[config.mk]
export PLATFORM = sky130hd
export DESIGN_NAME = i2c_master_wr
export DESIGN_NICKNAME = d
export VERILOG_FILES = /design/src/rtl/i2c_master_wr.sv
export SDC_FILE = /design/constraint.sdc
export NUM_CORES = 1
export LEC_CHECK = 0
export ABC_CLOCK_PERIOD_IN_PS = 1800
export CAP_MARGIN = 20
export CORE_ASPECT_RATIO = 1.75
export CORE_UTILIZATION = 41
export DETAILED_ROUTE_END_ITERATION = 16
export DONT_BUFFER_PORTS = 1
export PLACE_DENSITY = 0.69
export SETUP_SLACK_MARGIN = 0.15
export SYNTH_ARGS = -nofsm -noshare
export SYNTH_HDL_FRONTEND = slang
export SYNTH_SLANG_ARGS = --single-unit
[constraint.sdc]
create_clock -name clk -period 1.8 [get_ports clk]
set_input_delay 0.36 -clock clk [delete_from_list [all_inputs] [get_ports clk]]
set_output_delay 0.36 -clock clk [all_outputs]
set_load 0.1 [all_outputs]
[src/rtl/i2c_master_wr.sv]
// I2C master write engine: START, address + W, byte_count data bytes pulled from an upstream
// source via wr_ready, STOP. SCL is push-pull from a phase divider, SDA is open-drain via sda_oe.
module i2c_master_wr #(
  parameter int unsigned CLK_DIV = 4,
  parameter int unsigned CNT_W   = 8
) (
  input  logic             clk,
  input  logic             reset,
  input  logic             start,
  input  logic [6:0]       dev_addr,
  input  logic [CNT_W-1:0] byte_count,
  input  logic [7:0]       wr_data,
  output logic             wr_ready,
  output logic             busy,
  output logic             done,
  output logic             nack,
  output logic             i2c_scl,
  output logic             i2c_sda_oe,
  input  logic             i2c_sda_in
);

  localparam int unsigned DivW = (CLK_DIV > 1) ? $clog2(CLK_DIV) : 1;
  localparam logic [DivW-1:0] DivLast = DivW'(CLK_DIV - 1);

  typedef enum logic [2:0] {
    StIdle, StStart, StAddr, StAckA, StData, StAckD, StStop, StDone
  } state_e;

  state_e           state_q, state_d;
  logic [DivW-1:0]  div_q, div_d;
  logic [1:0]       phase_q, phase_d;
  logic [2:0]       bit_q, bit_d;
  logic [7:0]       shift_q, shift_d;
  logic [CNT_W-1:0] remain_q, remain_d;
  logic             smp_q, smp_d;
  logic             nack_q, nack_d;
  logic             scl_q, scl_d;
  logic             sda_oe_q, sda_oe_d;
  logic             wr_ready_q, wr_ready_d;
  logic             busy_q, busy_d;
  logic             done_q, done_d;
  logic             tick, bit_end;

  always_comb begin
    tick    = (div_q == DivLast);
    bit_end = tick && (phase_q == 2'd3);

    state_d  = state_q;
    div_d    = div_q;
    phase_d  = phase_q;
    bit_d    = bit_q;
    shift_d  = shift_q;
    remain_d = remain_q;
    smp_d    = smp_q;
    nack_d   = nack_q;

    if (state_q != StIdle && state_q != StDone) begin
      div_d = tick ? '0 : div_q + DivW'(1);
      if (tick) phase_d = phase_q + 2'd1;
    end

    if ((state_q == StAckA || state_q == StAckD) && tick && phase_q == 2'd2) begin
      smp_d = i2c_sda_in;
    end

    // Byte is captured on the edge closing the wr_ready clock.
    if (state_q == StData && wr_ready_q) shift_d = wr_data;

    case (state_q)
      StIdle: begin
        if (start) begin
          state_d  = StStart;
          div_d    = '0;
          phase_d  = '0;
          bit_d    = '0;
          shift_d  = {dev_addr, 1'b0};
          remain_d = byte_count;
          nack_d   = 1'b0;
        end
      end
      StStart: if (bit_end) state_d = StAddr;
      StAddr, StData: begin
        if (bit_end) begin
          if (bit_q == 3'd7) begin
            state_d = (state_q == StAddr) ? StAckA : StAckD;
            bit_d   = '0;
          end else begin
            bit_d   = bit_q + 3'd1;
            shift_d = {shift_q[6:0], 1'b0};
          end
        end
      end
      StAckA: begin
        if (bit_end) begin
          if (smp_q) begin
            nack_d  = 1'b1;
            state_d = StStop;
          end else begin
            state_d = (remain_q != '0) ? StData : StStop;
          end
        end
      end
      StAckD: begin
        if (bit_end) begin
          if (smp_q) begin
            nack_d  = 1'b1;
            state_d = StStop;
          end else begin
            remain_d = remain_q - CNT_W'(1);
            state_d  = (remain_q == CNT_W'(1)) ? StStop : StData;
          end
        end
      end
      StStop: if (bit_end) state_d = StDone;
      StDone: state_d = StIdle;
      default: state_d = StIdle;
    endcase

    // Outputs are decoded from the next state so they leave the block registered.
    wr_ready_d = (state_d == StData) && (state_q != StData);
    busy_d     = !(state_d inside {StIdle, StDone});
    done_d     = (state_d == StDone);
    scl_d      = 1'b1;
    sda_oe_d   = 1'b0;
    case (state_d)
      StStart: begin
        scl_d    = (phase_d != 2'd3);
        sda_oe_d = phase_d[1];
      end
      StAddr, StData: begin
        scl_d    = phase_d[1];
        // SDA stays released for the one clock in which the data byte is still being fetched.
        sda_oe_d = wr_ready_d ? 1'b0 : ~shift_d[7];
      end
      StAckA, StAckD: scl_d = phase_d[1];
      StStop: begin
        scl_d    = phase_d[1];
        sda_oe_d = (phase_d != 2'd3);
      end
      default: ;
    endcase
  end

  always_ff @(posedge clk or negedge reset) begin
    if (!reset) begin
      state_q    <= StIdle;
      div_q      <= '0;
      phase_q    <= '0;
      bit_q      <= '0;
      shift_q    <= '0;
      remain_q   <= '0;
      smp_q      <= 1'b0;
      nack_q     <= 1'b0;
      scl_q      <= 1'b1;
      sda_oe_q   <= 1'b0;
      wr_ready_q <= 1'b0;
      busy_q     <= 1'b0;
      done_q     <= 1'b0;
    end else begin
      state_q    <= state_d;
      div_q      <= div_d;
      phase_q    <= phase_d;
      bit_q      <= bit_d;
      shift_q    <= shift_d;
      remain_q   <= remain_d;
      smp_q      <= smp_d;
      nack_q     <= nack_d;
      scl_q      <= scl_d;
      sda_oe_q   <= sda_oe_d;
      wr_ready_q <= wr_ready_d;
      busy_q     <= busy_d;
      done_q     <= done_d;
    end
  end

  assign wr_ready   = wr_ready_q;
  assign busy       = busy_q;
  assign done       = done_q;
  assign nack       = nack_q;
  assign i2c_scl    = scl_q;
  assign i2c_sda_oe = sda_oe_q;

endmodule
== Word level (Yosys, flattened, before mapping) ==
Cells that the tools add are included.
Storage, ports and cells
  input port bits: 27
  register bits after elaboration: 33
Cells by class
  $add $sub $neg: 4
  equality and inequality tests: 28
  bitwise operators: 1
  mux-type cells: 41
  reductions and logical operators: 23
Operators by type and width (count)
  $mux W8: 7
  $mux W3: 11
  $pmux W8 S2: 2
  $eq A3 B3 Y1 const B: 9
  $mux W2: 12
  $pmux W3 S7: 1
  $eq A3 B2 Y1 const B: 4
  $ne A2 B2 Y1 const B: 5
  $eq A8 B1 Y1 const B: 1
  $reduce_and A4 Y1: 2
  $reduce_bool A2 Y1: 4
  $reduce_bool A8 Y1: 1
  $sub A8 B1 Y8 const B: 1
  $eq A2 B2 Y1 const B: 3
  $eq A3 B1 Y1 const B: 2
  $logic_and A1 B1 Y1: 6
  $logic_not A3 Y1: 2
  $ne A3 B3 Y1 const B: 2
  $pmux W3 S2: 1
  $reduce_or A2 Y1: 3
  $reduce_or A5 Y1: 1
  $add A2 B1 Y2 const B: 2
  $mux W1: 4
  $ne A2 B1 Y1 const B: 2
  8 further kinds: 9

== Longest topological paths before layout ==
Gate-level depths: netlist (run 1).
  depth after elaboration: 9
  mapped depth: 8
  depth with buffers taken out: 8

== Least setup slack after synthesis (run 1) ==
OpenSTA, ideal clock, no wires.
  path type: register -> register
  start: reg wr_ready_q (netlist: wr_ready)
  end: reg sda_oe_q (netlist: i2c_sda_oe)
  setup slack: -412 ps
  stages on the path, launching flop included: 7
  clock period less this slack: 2212 ps
  arrival time: 2143 ps
  cell sequence: dfrtp_1 nor4bb_1 buf_2 mux2i_1 o221ai_2 a211o_2 nand3_1
On the way
  word-level cells in the longest chain between the ends: 8
Ends and longest elaborated chain
  start: declaration: line 39  | logic wr_ready_q, wr_ready_d;
  start signal: assignment: line 170  | wr_ready_q <= wr_ready_d;
  $logic_and A1 B1 Y1 (*): line 67  | if (state_q == StData && wr_ready_q) shift_d = wr_data;
  $mux W8 (*): line 67
  $mux W8: line 84  | if (bit_q == 3'd7) begin
  $mux W8: line 83  | if (bit_end) begin
  $pmux W8 S2 (*): line 69  | case (state_q)
  named net shift_d[7]: line 33  | logic [7:0] shift_q, shift_d;
  $not A1 Y1 (*): line 133  | sda_oe_d = wr_ready_d ? 1'b0 : ~shift_d[7];
  $mux W1 (*): line 133
  $pmux W1 S3 (*): line 125  | case (state_d)
  named net sda_oe_d: line 38  | logic sda_oe_q, sda_oe_d;
  end signal: assignment: line 169  | sda_oe_q <= sda_oe_d;
  end: declaration: line 38
The timed path passes the listed nets; every way through them passes the cells marked *.
A chain may end at the register's enable or synchronous reset.

== Final worst setup path (run 1) ==
  start: reg bit_q[0]
  end: reg sda_oe_q (netlist: i2c_sda_oe)
RTL lines
  start: declaration: line 32  | logic [2:0] bit_q, bit_d;
  start signal: assignment: line 163  | bit_q <= bit_d;
  $eq A3 B3 Y1: line 84
  $mux W8: line 84
  $mux W8: line 83
  $pmux W8 S2: line 69
  named net shift_d[7]: line 33
  $not A1 Y1: line 133
  $mux W1: line 133
  $pmux W1 S3: line 125
  named net sda_oe_d: line 38
The timed path passes the listed nets, and every way through them passes these cells.

==> metrics.yaml, run 1 <==
timing:
  tns_ps: -28.7
  hold_violations: 0
  period_share: 1.01
  finClkSkew_ps: 5.61
  max_freq_mhz: 548
  worst_slack_ps: -25.2
  setup_viol: 2
  relSlewSlack: 0.671
  tightest_slew_ps: 494
  period_minus_slack_ps: 1830
  rsz0062_at_grt: "true"
  slew_violations: 0
power_and_ir_drop:
  power_switching_uw: 2160
  p_comb_frac: 0.600
  total_leakage_power_uw: 0.00122
  irDropWorstVdd_mv: 0.985
  p_clk_frac: 0.111
  p_sw_frac: 0.437
  pwr_density_cell_mw_per_mm2: 1710
  pwr-share-seq: 0.289
  intPower_uw: 2790
synthesis:
  synth_seq_cells: 33
  yosys.area.top_type: "dfrtp_1"
  synth_area_mm2: 0.00208
  synth_top_family_by_area: "compound AO/OA/AOI/OAI gates"
  synth-xor-area-share: 0.00420
  synth_compound_gate_area_share: 0.230
  synth_edf_count: 0
  synth_top_area_share: 0.384
  synthFlopType: "dfrtp_1"
  synthSimpleGateAreaFrac: 0.188
  synth_nets: 252
  ys_seq_area_frac: 0.397
  synth-warning-count: 0
  synthMuxAreaShare: 0.0588
  async_flop_share: 1.00
  synthAdderAreaFrac: 0.0528
  ys_top_cells_by_area: "dfrtp_1 38%, o21ai_0 5.8%, ha_1 4.8%, mux2i_1 4.8%, nor2_1 4.5%"
  avgSynthCellArea_um2: 9.61
  yosys.cell_types.count: 54
  synthCells: 217
floorplanning:
  top_level_ports: 33
  initial_core_util: 0.422
  fp-row-count: 34
  die-area_mm2: 0.00538
  coreArea_mm2: 0.00493
  die_x_um: 55.9
  die_y_um: 96.3
global_route:
  grt_max_degree: 34
  grt_usage: 0.210
  grt_pass1_vias: 1843
  grt_pass1_wl_um: 8710
  grt_overflow: 0
  antenna_found_initial: 0
clock_network:
  clk_pin_slew_ps: 70
  cts.sink_count: 33
  numCtsBuffers: 5
  h-tree-depth: 2
  cts_tree: "done"
  clk_latency_ps: 290
  clock_path_buffers: 2
  root_buffer: "clkbuf_8"
placement:
  port_buffers: 0
  pre_cts_ws_ps: -86.0
  gp_congestion: 0.911
  dpl.hpwl_um: 3820
worst_setup_path:
  critPathCapture: "i2c_sda_oe"
  crit_arrival_ps: 1990
  rrSetupSlack_ps: -30
  critPathRequiredTime_ps: 1970
  critical_path.startpoint_type: "flip-flop"
  cp_max_fo: 4
  rr_endpoint: "i2c_sda_oe"
  reg2regPathDepth: 6
  cp-startpoint: "bit_q[0]"
  reg2reg_from: "bit_q[0]"
  end_kind: "flip-flop"
  crit_type: "reg -> reg"
final_layout:
  area_delta_synth_final_pct: 38.9
  drive_gt1_frac: 0.425
  nets: 307
  n_antenna_cell: 0
  fillers: 426
status:
  violations: "negative setup slack"
  status: "complete, but fails checks"
detailed_routing:
  drt_iter0_drc: 84
  via_per_inst: 5.87
  ant_nets: 0
  wl_um: 5680
  wl_per_cell_um: 17.4
  drtPass1Iterations: 4
  route.vias.total: 1920
  drc: 0
hold_path:
  hp-class: "in -> reg"
  holdPathStages: 2
job:
  drv_cap: 0
## registers in the layout, summed over array words and instances, names as in the netlist
register / count
i2c_sda_oe: 1
nack: 1
bit_q: 3
phase_q: 2
shift_q: 8
remain_q: 8
done: 1
div_q: 2
state_q: 3
wr_ready: 1
busy: 1
smp_q: 1
i2c_scl: 1
## timing repair
item,in CTS,in global routing
hold buffers,2,0
buffers inserted,5,4
cloned,0,1
resized for setup,23,36
setup endpoints to repair,23,26
pin swaps,10,12
hold endpoints to repair,33,0
## power by group through the flow
stage | combinational [uW] | sequential (uW) | clock [uW]
after floorplan | 1340 | 1500 | 0
after CTS | 2590 | 1400 | 563
after detailed placement | 2300 | 1370 | 0
after global placement | 2270 | 1360 | 0
final | 2970 | 1430 | 550
after global routing | 3200 | 1460 | 594
## logic make-up after synthesis
| family | Yosys count |
|---|---|
| compound gates | 65 |
| buf+inv | 24 |
| flops | 33 |
| fa+ha+maj | 9 |
| simple gates | 73 |
| mux | 12 |
| xor+xnor | 1 |
## synth_stat cells, types with 2 or more instances
master,n
a21oi_1,10
a22oi_1,8
a31oi_1,3
a32oi_1,3
and3_1,2
buf_2,2
buf_6,3
clkbuf_1,4
clkbuf_8,3
dfrtp_1,32
ha_1,8
inv_1,11
mux2_2,2
mux2i_1,10
nand2_1,11
nand3_1,7
nand4_1,3
nor2_1,25
nor3_1,5
nor3b_1,2
nor4_1,4
o21ai_0,24
o21bai_1,3
or4_1,2
## cells in the final DEF (no fill, tap or decap), types with 3 or more instances in the layout
master	Yosys	layout
a21oi_1	10	9
a22oi_1	8	8
a31oi_1	3	3
a32oi_1	3	3
buf_12	0	3
buf_4	0	44
buf_6	3	11
clkbuf_8	3	5
dfrtp_1	32	29
ha_1	8	3
ha_4	0	4
inv_1	11	7
inv_2	1	4
mux2i_1	10	8
nand2_1	11	11
nand3_1	7	6
nand4_1	3	3
nor2_1	25	23
nor3_1	5	4
nor4_4	0	3
o21ai_0	24	17
o21ai_1	0	7
## metal layers
layer  track usage  vias up  part of all wire
met4        0.0996        0             0.041
met1         0.214      928              0.36
li1              -      920                 -
met3        0.0390       16             0.039
met2         0.407       56              0.56
met5             0        -                 0
## final cells by class
type                            count  area [um2]  share of cell area
Inverter                           12        47.5              0.0164
Tap cell                           54        67.6              0.0233
Timing Repair Buffer               60         529               0.183
Multi-Input combinational cell    160        1340               0.461
Clock buffer                        6        72.6              0.0251
Clock inverter                      2        10.0             0.00346
Sequential cell                    33         833               0.288
## worst max-delay path: stages (launching register included)
cell and delay, ps:
dfrtp_1 390, ha_2 200, ha_4 170, or4_4 550, o221ai_2 200, a211o_2 140, nand3_2 60
## worst min path at each step
stage | start | slack [ps] | end
final | byte_count[0] | 210 | remain_q[0]
after global routing | byte_count[0] | 210 | remain_q[0]
after floorplan | reset | 60 | bit_q[0]
after global placement | reset | 70 | div_q[0]
after detailed placement | reset | 70 | div_q[0]
after CTS | byte_count[0] | 210 | remain_q[0]
## stage by stage
stage | std cells | utilization | hold WS, ps | cell area (um2) | power (uW)
after floorplan | 217 | - | 64.4 | 2120 | 2840
after global placement | 307 | 0.499 | 65.6 | 2460 | 3640
after detailed placement | 307 | 0.499 | 65.3 | 2460 | 3670
after CTS | 322 | 0.551 | 209 | 2720 | 4550
after global routing | 327 | 0.587 | 212 | 2900 | 5250
final | 327 | 0.587 | 212 | 2900 | 4950
Power figures use the tool's default switching activity.
==> run 2: changes to the inputs <==
CAP_MARGIN = not set   (was 20)
==> results of run 2 <==
Final layout, timing and power as in run 1 (identical DEF).
